--- config.mk ---
export PLATFORM = sky130hd
export DESIGN_NAME = muldiv_unit_flat
export DESIGN_NICKNAME = d
export VERILOG_FILES = /design/src/rtl/muldiv_unit_if.sv /design/src/rtl/muldiv_unit.sv /design/src/flat_wrapper.sv
export SDC_FILE = /design/constraint.sdc
export NUM_CORES = 2
export LEC_CHECK = 0
export CORE_MARGIN = 2
export CORE_UTILIZATION = 55
export CTS_BUF_LIST = sky130_fd_sc_hd__clkbuf_4 sky130_fd_sc_hd__clkbuf_8 sky130_fd_sc_hd__clkbuf_16
export DETAILED_ROUTE_END_ITERATION = 16
export PLACE_DENSITY = 0.69
export SYNTH_ARGS = -nofsm -noshare
export SYNTH_HDL_FRONTEND = slang
export SYNTH_SLANG_ARGS = --single-unit
--- constraint.sdc ---
create_clock -name clk -period 9.3 [get_ports clk]
set_input_delay 1.86 -clock clk [delete_from_list [all_inputs] [get_ports clk]]
set_output_delay 1.86 -clock clk [all_outputs]
set_load 0.005 [all_outputs]
--- src/rtl/muldiv_unit_if.sv ---
// Request/response bundle between the execute stage and the RV32M unit.
// The pipeline side drives the request; the unit drives busy/done/result.
interface muldiv_unit_if #(
    parameter int XLEN = 32
);
    logic            start;
    logic            flush;
    logic [2:0]      func3;
    logic [XLEN-1:0] op_a;
    logic [XLEN-1:0] op_b;
    logic            busy;
    logic            done;
    logic [XLEN-1:0] result;

    modport master (
        output start, flush, func3, op_a, op_b,
        input  busy, done, result
    );

    modport slave (
        input  start, flush, func3, op_a, op_b,
        output busy, done, result
    );
endinterface

--- src/rtl/muldiv_unit.sv ---
// Multi-cycle RV32M execution unit: short fixed-latency multiply, 32-step
// restoring divide, and single-cycle answers for divide-by-zero and the
// signed-overflow divide. busy stalls the front of the pipeline while an
// operation is in flight; done pulses for one cycle with the result.
module muldiv_unit #(
    parameter int XLEN = 32
) (
    input  logic        clk,
    input  logic        rst,
    muldiv_unit_if.slave bus
);

    localparam int CW = $clog2(XLEN);
    localparam logic [XLEN-1:0] MIN_NEG = {1'b1, {(XLEN-1){1'b0}}};

    typedef enum logic [2:0] {
        S_IDLE,
        S_MUL,
        S_DIV,
        S_FIX,
        S_DONE
    } state_t;

    state_t r_state;
    state_t w_nextState;

    // Registered request and datapath state
    logic [2:0]      r_func3;
    logic [XLEN:0]   r_opA;
    logic [XLEN:0]   r_opB;
    logic [XLEN-1:0] r_rem;
    logic [XLEN-1:0] r_dvd;
    logic [CW-1:0]   r_counter;
    logic            r_negQ;
    logic            r_negR;
    logic [XLEN-1:0] r_result;
    logic            r_busy;
    logic            r_done;

    // Combinational helpers
    logic            w_accept;
    logic            w_signedDiv;
    logic            w_divZero;
    logic            w_overflow;
    logic            w_fast;
    logic [XLEN-1:0] w_fastResult;
    logic            w_negA;
    logic            w_negB;
    logic [XLEN-1:0] w_magA;
    logic [XLEN-1:0] w_magB;
    logic            w_mulSignA;
    logic            w_mulSignB;
    logic [2*XLEN-1:0] w_mulA;
    logic [2*XLEN-1:0] w_mulB;
    logic [2*XLEN-1:0] w_product;
    logic [XLEN-1:0] w_mulSel;
    logic [XLEN:0]   w_remShift;
    logic [XLEN:0]   w_diff;
    logic [XLEN-1:0] w_remNext;
    logic [XLEN-1:0] w_dvdNext;
    logic [XLEN-1:0] w_fixResult;
    logic            w_busyNext;
    logic            w_doneNext;

    // State register; reset returns the unit to IDLE at once
    always_ff @(posedge clk or posedge rst) begin
        if (rst) begin
            r_state <= S_IDLE;
        end else begin
            r_state <= w_nextState;
        end
    end

    // Next-state logic; flush beats everything, including a new start
    always_comb begin
        w_nextState = r_state;
        if (bus.flush) begin
            w_nextState = S_IDLE;
        end else begin
            case (r_state)
                S_IDLE, S_DONE: begin
                    if (bus.start) begin
                        if (!bus.func3[2]) begin
                            w_nextState = S_MUL;
                        end else if (w_fast) begin
                            w_nextState = S_DONE;
                        end else begin
                            w_nextState = S_DIV;
                        end
                    end else begin
                        w_nextState = S_IDLE;
                    end
                end
                S_MUL:   w_nextState = S_DONE;
                S_DIV:   w_nextState = (r_counter == '0) ? S_FIX : S_DIV;
                S_FIX:   w_nextState = S_DONE;
                default: w_nextState = S_IDLE;
            endcase
        end
    end

    // Output/datapath combinational logic: acceptance decode, product,
    // one restoring-divide step and the final sign fix-up
    always_comb begin
        w_accept     = ((r_state == S_IDLE) || (r_state == S_DONE)) && !bus.flush && bus.start;
        w_signedDiv  = !bus.func3[0];
        w_divZero    = (bus.op_b == '0);
        w_overflow   = w_signedDiv && (bus.op_a == MIN_NEG) && (bus.op_b == '1);
        w_fast       = bus.func3[2] && (w_divZero || w_overflow);

        if (w_divZero) begin
            w_fastResult = bus.func3[1] ? bus.op_a : '1;
        end else begin
            w_fastResult = bus.func3[1] ? '0 : MIN_NEG;
        end

        w_negA = w_signedDiv && bus.op_a[XLEN-1];
        w_negB = w_signedDiv && bus.op_b[XLEN-1];
        w_magA = w_negA ? -bus.op_a : bus.op_a;
        w_magB = w_negB ? -bus.op_b : bus.op_b;

        w_mulSignA = ((bus.func3[1:0] == 2'b01) || (bus.func3[1:0] == 2'b10)) && bus.op_a[XLEN-1];
        w_mulSignB = (bus.func3[1:0] == 2'b01) && bus.op_b[XLEN-1];

        w_mulA    = {{(XLEN-1){r_opA[XLEN]}}, r_opA};
        w_mulB    = {{(XLEN-1){r_opB[XLEN]}}, r_opB};
        w_product = w_mulA * w_mulB;
        w_mulSel  = (r_func3 == 3'b000) ? w_product[XLEN-1:0] : w_product[2*XLEN-1:XLEN];

        w_remShift = {r_rem, r_dvd[XLEN-1]};
        w_diff     = w_remShift - {1'b0, r_opB[XLEN-1:0]};
        w_remNext  = w_diff[XLEN] ? w_remShift[XLEN-1:0] : w_diff[XLEN-1:0];
        w_dvdNext  = {r_dvd[XLEN-2:0], ~w_diff[XLEN]};

        if (r_func3[1]) begin
            w_fixResult = r_negR ? -r_rem : r_rem;
        end else begin
            w_fixResult = r_negQ ? -r_dvd : r_dvd;
        end

        w_busyNext = (w_nextState == S_MUL) || (w_nextState == S_DIV) || (w_nextState == S_FIX);
        w_doneNext = (w_nextState == S_DONE);
    end

    // Datapath registers: capture on acceptance, iterate while busy,
    // and load result only when an operation actually completes
    always_ff @(posedge clk or posedge rst) begin
        if (rst) begin
            r_func3   <= '0;
            r_opA     <= '0;
            r_opB     <= '0;
            r_rem     <= '0;
            r_dvd     <= '0;
            r_counter <= '0;
            r_negQ    <= 1'b0;
            r_negR    <= 1'b0;
            r_result  <= '0;
            r_busy    <= 1'b0;
            r_done    <= 1'b0;
        end else begin
            r_busy <= w_busyNext;
            r_done <= w_doneNext;
            if (w_accept) begin
                r_func3 <= bus.func3;
                if (!bus.func3[2]) begin
                    r_opA <= {w_mulSignA, bus.op_a};
                    r_opB <= {w_mulSignB, bus.op_b};
                end else if (w_fast) begin
                    r_result <= w_fastResult;
                end else begin
                    r_opB     <= {1'b0, w_magB};
                    r_dvd     <= w_magA;
                    r_rem     <= '0;
                    r_negQ    <= w_negA ^ w_negB;
                    r_negR    <= w_negA;
                    r_counter <= CW'(XLEN - 1);
                end
            end else if (!bus.flush) begin
                case (r_state)
                    S_MUL: begin
                        r_result <= w_mulSel;
                    end
                    S_DIV: begin
                        r_rem <= w_remNext;
                        r_dvd <= w_dvdNext;
                        if (r_counter != '0) begin
                            r_counter <= r_counter - 1'b1;
                        end
                    end
                    S_FIX: begin
                        r_result <= w_fixResult;
                    end
                    default: begin
                    end
                endcase
            end
        end
    end

    assign bus.busy   = r_busy;
    assign bus.done   = r_done;
    assign bus.result = r_result;

endmodule

--- src/flat_wrapper.sv ---
// flat-port wrapper written by rule: the top's interface ports become plain ports
module muldiv_unit_flat 
#(
    parameter int XLEN = 32
)
  (clk, rst, bus_start, bus_flush, bus_func3, bus_op_a, bus_op_b, bus_busy, bus_done, bus_result);
  muldiv_unit_if #(.XLEN(XLEN)) bus_i ();
  input  logic clk;
  input  logic rst;
  input wire logic [$bits(bus_i.start)-1:0] bus_start;
  input wire logic [$bits(bus_i.flush)-1:0] bus_flush;
  input wire logic [$bits(bus_i.func3)-1:0] bus_func3;
  input wire logic [$bits(bus_i.op_a)-1:0] bus_op_a;
  input wire logic [$bits(bus_i.op_b)-1:0] bus_op_b;
  output wire logic [$bits(bus_i.busy)-1:0] bus_busy;
  output wire logic [$bits(bus_i.done)-1:0] bus_done;
  output wire logic [$bits(bus_i.result)-1:0] bus_result;
  assign bus_i.start = bus_start;
  assign bus_i.flush = bus_flush;
  assign bus_i.func3 = bus_func3;
  assign bus_i.op_a = bus_op_a;
  assign bus_i.op_b = bus_op_b;
  assign bus_busy = bus_i.busy;
  assign bus_done = bus_i.done;
  assign bus_result = bus_i.result;
  muldiv_unit #(.XLEN(XLEN)) u_core (.clk(clk), .rst(rst), .bus(bus_i));
endmodule
# [Word level (Yosys, flattened, before mapping)]
# Cells that the tools add are included.
[op_classes] addsub=6 multipliers=1 eq_ne=17 n_mux=39 bitwise=4 n_reduce_logical=32
[op_table] op="$mux 32" count=24
[op_table] op="$neg 32->32" count=4
[op_table] op="$mux 33" count=2
[op_table] op="$eq 32x32->1 const B" count=2
[op_table] op="$mul 33x33->64" count=1
[op_table] op="$pmux 32 s2" count=1
[op_table] op="$sub 33x32->33" count=1
[op_table] op="$logic_not 32->1" count=1
[op_table] op="$mux 5" count=6
[op_table] op="$eq 3x2->1 const B" count=4
[op_table] op="$mux 3" count=4
[op_table] op="$logic_and 1x1->1" count=9
[op_table] op="$pmux 3 s3" count=1
[op_table] op="$ne 2x2->1 const B" count=4
[op_table] op="$reduce_and 4->1" count=2
[op_table] op="$eq 3x1->1 const B" count=2
[op_table] op="$eq 3x3->1 const B" count=2
[op_table] op="$logic_not 3->1" count=2
[op_table] op="$logic_not 5->1" count=1
[op_table] op="$logic_or 1x1->1" count=5
[op_table] op="$reduce_and 5->1" count=1
[op_table] op="$reduce_bool 5->1" count=1
[op_table] op="$sub 5x1->5 const B" count=1
[op_table] op="$reduce_and 2->1" count=2
[op_table] op="other kinds (11)" count=16
[word_totals] ff_bits=177

# [Longest topological paths before layout]
[logic_depth] ltp_word=13 ltp_mapped=30

# [Worst setup path after synthesis]
# Ideal clock, no wire load.
[synth_timing] path_kind="flip-flop to flip-flop" from="register u_core.r_opA[32]" to="register u_core.r_result[30] (netlist: u_core.bus.result[30])" setup_ps=128 arrival_ps=7758 slack_ps=1414 stages_incl_launch_ff=27 n_path_buf=1 period_less_slack_ps=7886 cell_sequence="dfrtp_1 > clkinv_1 > clkbuf_1 > nor2_1 > fa_1 > fa_1 > fa_1 > fa_1 > inv_1 > fa_1 > inv_1 > fa_1 > fa_1 > inv_1 > fa_1 > inv_1 > ha_1 > a21o_1 > a21oi_1 > o21ai_0 > a221o_1 > a2bb2oi_1 > o31ai_1 > mux2i_1 > xor2_1 > a211oi_1 > nor3_1"
[synth_via] elab_chain_cells=5
[synth_rtl] element="start, declared" line_no="muldiv_unit.sv:29" text="logic [XLEN:0] r_opA;"
[synth_rtl] element="start signal, assigned" line_no="muldiv_unit.sv:166" text="r_opA <= {w_mulSignA, bus.op_a};"
[synth_rtl] element="$mul 33x33->64" line_no="muldiv_unit.sv:127" text="w_product = w_mulA * w_mulB;"
[synth_rtl] element="$mux 32" line_no="muldiv_unit.sv:128" text="w_mulSel = (r_func3 == 3'b000) ? w_product[XLEN-1:0] : w_product[2*XLEN-1:XLEN];"
[synth_rtl] element="$pmux 32 s2" line_no="muldiv_unit.sv:179" text="case (r_state)"
[synth_rtl] element="$mux 32" line_no="muldiv_unit.sv:178" text="end else if (!bus.flush) begin"
[synth_rtl] element="$mux 32" line_no="muldiv_unit.sv:163" text="if (w_accept) begin"
[synth_rtl] element="end signal, assigned" line_no="muldiv_unit.sv:169" text="r_result <= w_fastResult;"
[synth_rtl] element="end signal, assigned" line_no="muldiv_unit.sv:181" text="r_result <= w_mulSel;"
[synth_rtl] element="end signal, assigned" line_no="muldiv_unit.sv:191" text="r_result <= w_fixResult;"
[synth_rtl] element="end, declared" line_no="muldiv_unit.sv:36" text="logic [XLEN-1:0] r_result;"
# No other way between the ends. The select of a mux whose other input is x is not followed.
# A chain may end at the register's enable or synchronous reset.

# [Worst setup path in the final report]
[layout_timing] from="register u_core.r_opB[16]" to="register u_core.r_result[24] (netlist: u_core.bus.result[24])"
[layout_via] elab_chain_cells=5
[layout_rtl] element="start, declared" line_no="muldiv_unit.sv:30" text="logic [XLEN:0] r_opB;"
[layout_rtl] element="start signal, assigned" line_no="muldiv_unit.sv:167" text="r_opB <= {w_mulSignB, bus.op_b};"
[layout_rtl] element="start signal, assigned" line_no="muldiv_unit.sv:171" text="r_opB <= {1'b0, w_magB};"
[layout_rtl] element="$mul 33x33->64" line_no="muldiv_unit.sv:127"
[layout_rtl] element="$mux 32" line_no="muldiv_unit.sv:128"
[layout_rtl] element="$pmux 32 s2" line_no="muldiv_unit.sv:179"
[layout_rtl] element="$mux 32" line_no="muldiv_unit.sv:178"
[layout_rtl] element="$mux 32" line_no="muldiv_unit.sv:163"
# No other way between the ends. The select of a mux whose other input is x is not followed.

==> results.json <==
{
  "holdBufCountCts": 0,
  "synth_top_area_frac": 0.4438,
  "synth_top_cell_by_area": "fa_1",
  "routedLengthMet1_mm": 59.14,
  "wl_per_cell_um": 22.10,
  "relSlewSlack": 0.1638,
  "critical_path.max_stage_delay_ns": 1.14,
  "fill_cells": 8144,
  "ys_ff_latch": 177,
  "crit_arrival_ns": 9.36,
  "drt-initial-drc-count": 3202,
  "ios": 105,
  "syn_inst": 5712,
  "grt_antenna_before_repair": 3,
  "cts_setup_buffers": 0,
  "clock_path_buffers": 2,
  "cp_common_cell": "fa_1",
  "fin_crit_sh": 0.9694,
  "drive_above_1_share": 0.04209,
  "synth_edf_count": 0,
  "synthArstFlopShare": 1.000,
  "grtUsageTotal": 0.3358,
  "path_class": "reg2reg",
  "syn_avg_cell_area_um2": 8.893,
  "port_buffers": 104,
  "final.setup_skew_ns": 0.01832,
  "grt_max_degree": 71,
  "cts_tree": "built",
  "start_kind": "register",
  "cp_data_required_time_ns": 9.64,
  "coreArea_um2": 91660,
  "syn_to_final_growth_pct": 6.156,
  "timing.fmax_mhz": 110.9,
  "htree_levels": 4,
  "status": "completed",
  "synth.distinct_cells": 69,
  "synth.yosys.seq_area_share": 0.08720,
  "utilization": 0.5883,
  "ant_nets": 0,
  "root_buffer": "clkbuf_16",
  "syn-num-nets": 7160,
  "setup_tns_ns": 0,
  "slew_violations": 0,
  "rows": 111,
  "yosysWarnings": 0,
  "die_width_um": 307.9,
  "viasPerCell": 5.769,
  "rsz0062_at_grt": "false",
  "syn_area_um2": 50790,
  "gp_congestion": 0.9673,
  "reg2reg_slack_ns": 0.28,
  "start_util": 0.5541,
  "top_layer": "met5",
  "cp-end-kind": "register",
  "timing.max_cap.violations": 0,
  "setup_viol": 0,
  "ys.flop_type": "dfrtp_1",
  "firstDrtPassIters": 5,
  "grt_pass1_wl_mm": 242.3,
  "worst_hold_path_type": "reg2reg",
  "hold_violations": 0,
  "insertion_delay_ns": 0.48,
  "die-area_um2": 94800,
  "overflow": 0,
  "cts_buffers": 17,
  "synthTopCellsByCount": "inv_1 (1156), fa_1 (1126), nand2_1 (736), and2_1 (522), clkbuf_1 (306)",
  "dp_hpwl_mm": 126.8,
  "fp.dieH_um": 307.9,
  "grt_pass1_vias": 42170,
  "synthTopCellsByArea": "fa_1 (44%), dfrtp_1 (8.7%), inv_1 (8.5%), and2_1 (6.4%), ha_1 (6.2%)",
  "slowest_stage": "dfrtp_1",
  "vias": 39600,
  "yosysMostFrequentCell": "inv_1",
  "wirelength_mm": 151.7,
  "drc": 0,
  "path_clk_slew_ns": 0.08,
  "critPathMaxFanout": 25,
  "wl_met3_mm": 10.23,
  "tightest_slew_ns": 1.254,
  "final.min_clock_period_ns": 9.016,
  "nNetsFinal": 7113,
  "cts_sinks": 177,
  "wl_met2_mm": 74.94
}
per-stage QoR:
step | setup slack [ns] | std cells | instance area [µm²] | hold slack (ns)
3_3_place_gp | 0.4906 | 6832 | 53310 | 0.4830
2_1_floorplan | 1.414 | 5712 | 50800 | 0.4607
3_5_place_dp | 0.4124 | 6832 | 53310 | 0.4842
5_1_grt | 0.007384 | 6864 | 53920 | 0.5254
6_report | 0.2843 | 6865 | 53920 | 0.4969
4_1_cts | 0.3763 | 6864 | 53920 | 0.5010
kinds of logic after synthesis:
logic type               share of synthesized area
AO/OA/AOI/OAI                              0.08166
XOR/XNOR                                   0.03673
multiplexers                               0.01269
AND/OR/NAND/NOR                             0.1671
adder cells (fa/ha/maj)                     0.5056
buffers and inverters                       0.1090
flip-flops                                 0.08720
cells in the final DEF, fill, tap and decap left out, types with 104 or more instances in the layout:
cell type	Yosys	final
inv_1	1156	1155
fa_1	1126	1126
nand2_1	736	736
and2_1	522	522
ha_1	251	251
nor2_1	234	233
o21ai_0	186	186
dfrtp_1	177	175
a21oi_1	168	167
buf_4	0	143
xnor2_1	135	135
clkdlybuf4s50_1	0	104
worst paths after layout:
check	startpoint	end	depth (start not counted)
max	u_core.r_opB[16]	u_core.bus.result[24]	27
max reg2reg	u_core.r_opB[16]	u_core.bus.result[24]	27
min in group asynchronous	rst	u_core.r_counter[3]	2
min reg2reg	u_core.bus.result[2]	u_core.bus.result[2]	2
max in group asynchronous	rst	u_core.r_opB[12]	3
min	u_core.bus.result[2]	u_core.bus.result[2]	2
sequential cells by signal, indices dropped and copies added, names as in the netlist:
| register | cells |
|---|---|
| u_core.r_negQ | 1 |
| u_core.r_rem | 32 |
| u_core.r_state | 3 |
| u_core.bus.busy | 1 |
| u_core.r_func3 | 3 |
| u_core.bus.done | 1 |
| u_core.r_dvd | 32 |
| u_core.r_opA | 33 |
| u_core.r_opB | 33 |
| u_core.r_negR | 1 |
| u_core.bus.result | 32 |
| u_core.r_counter | 5 |
timing repair:
item / CTS / global route
gates resized for setup: 0 / 1
endpoints found under the hold margin: 0 / 0
endpoints found under the setup margin: 0 / 5
final cells by class:
class | instances | area (µm²) | share of cell area
multi-input combinational | 4061 | 40870 | 0.7579
sequential | 177 | 4432 | 0.08219
inverter | 1158 | 4352 | 0.08070
timing repair buffer | 250 | 2175 | 0.04033
tap | 1186 | 1484 | 0.02752
clock buffer | 17 | 425.4 | 0.007889
clock inverter | 15 | 186.4 | 0.003457
antenna | 1 | 2.502 | 0.00004641
worst max-delay path: cells and delay by family, from the launching register on:
| family | cells | cell delay (ns) |
|---|---|---|
| buf+inv | 7 | 0.83 |
| fa+ha+maj | 9 | 4.40 |
| xor+xnor | 1 | 0.14 |
| simple gates | 2 | 0.16 |
| compound gates | 8 | 2.15 |
| flops | 1 | 1.14 |
metal layers:
metal	up-vias	GRT usage
met2	1570	0.5702
met5	-	0
li1	17250	-
met3	368	0.04576
met1	20410	0.4344
met4	2	0.1392
Power is left out: the tool's default activity adds up to more than one toggle a clock period on the data nets, which glitch-free logic cannot reach.
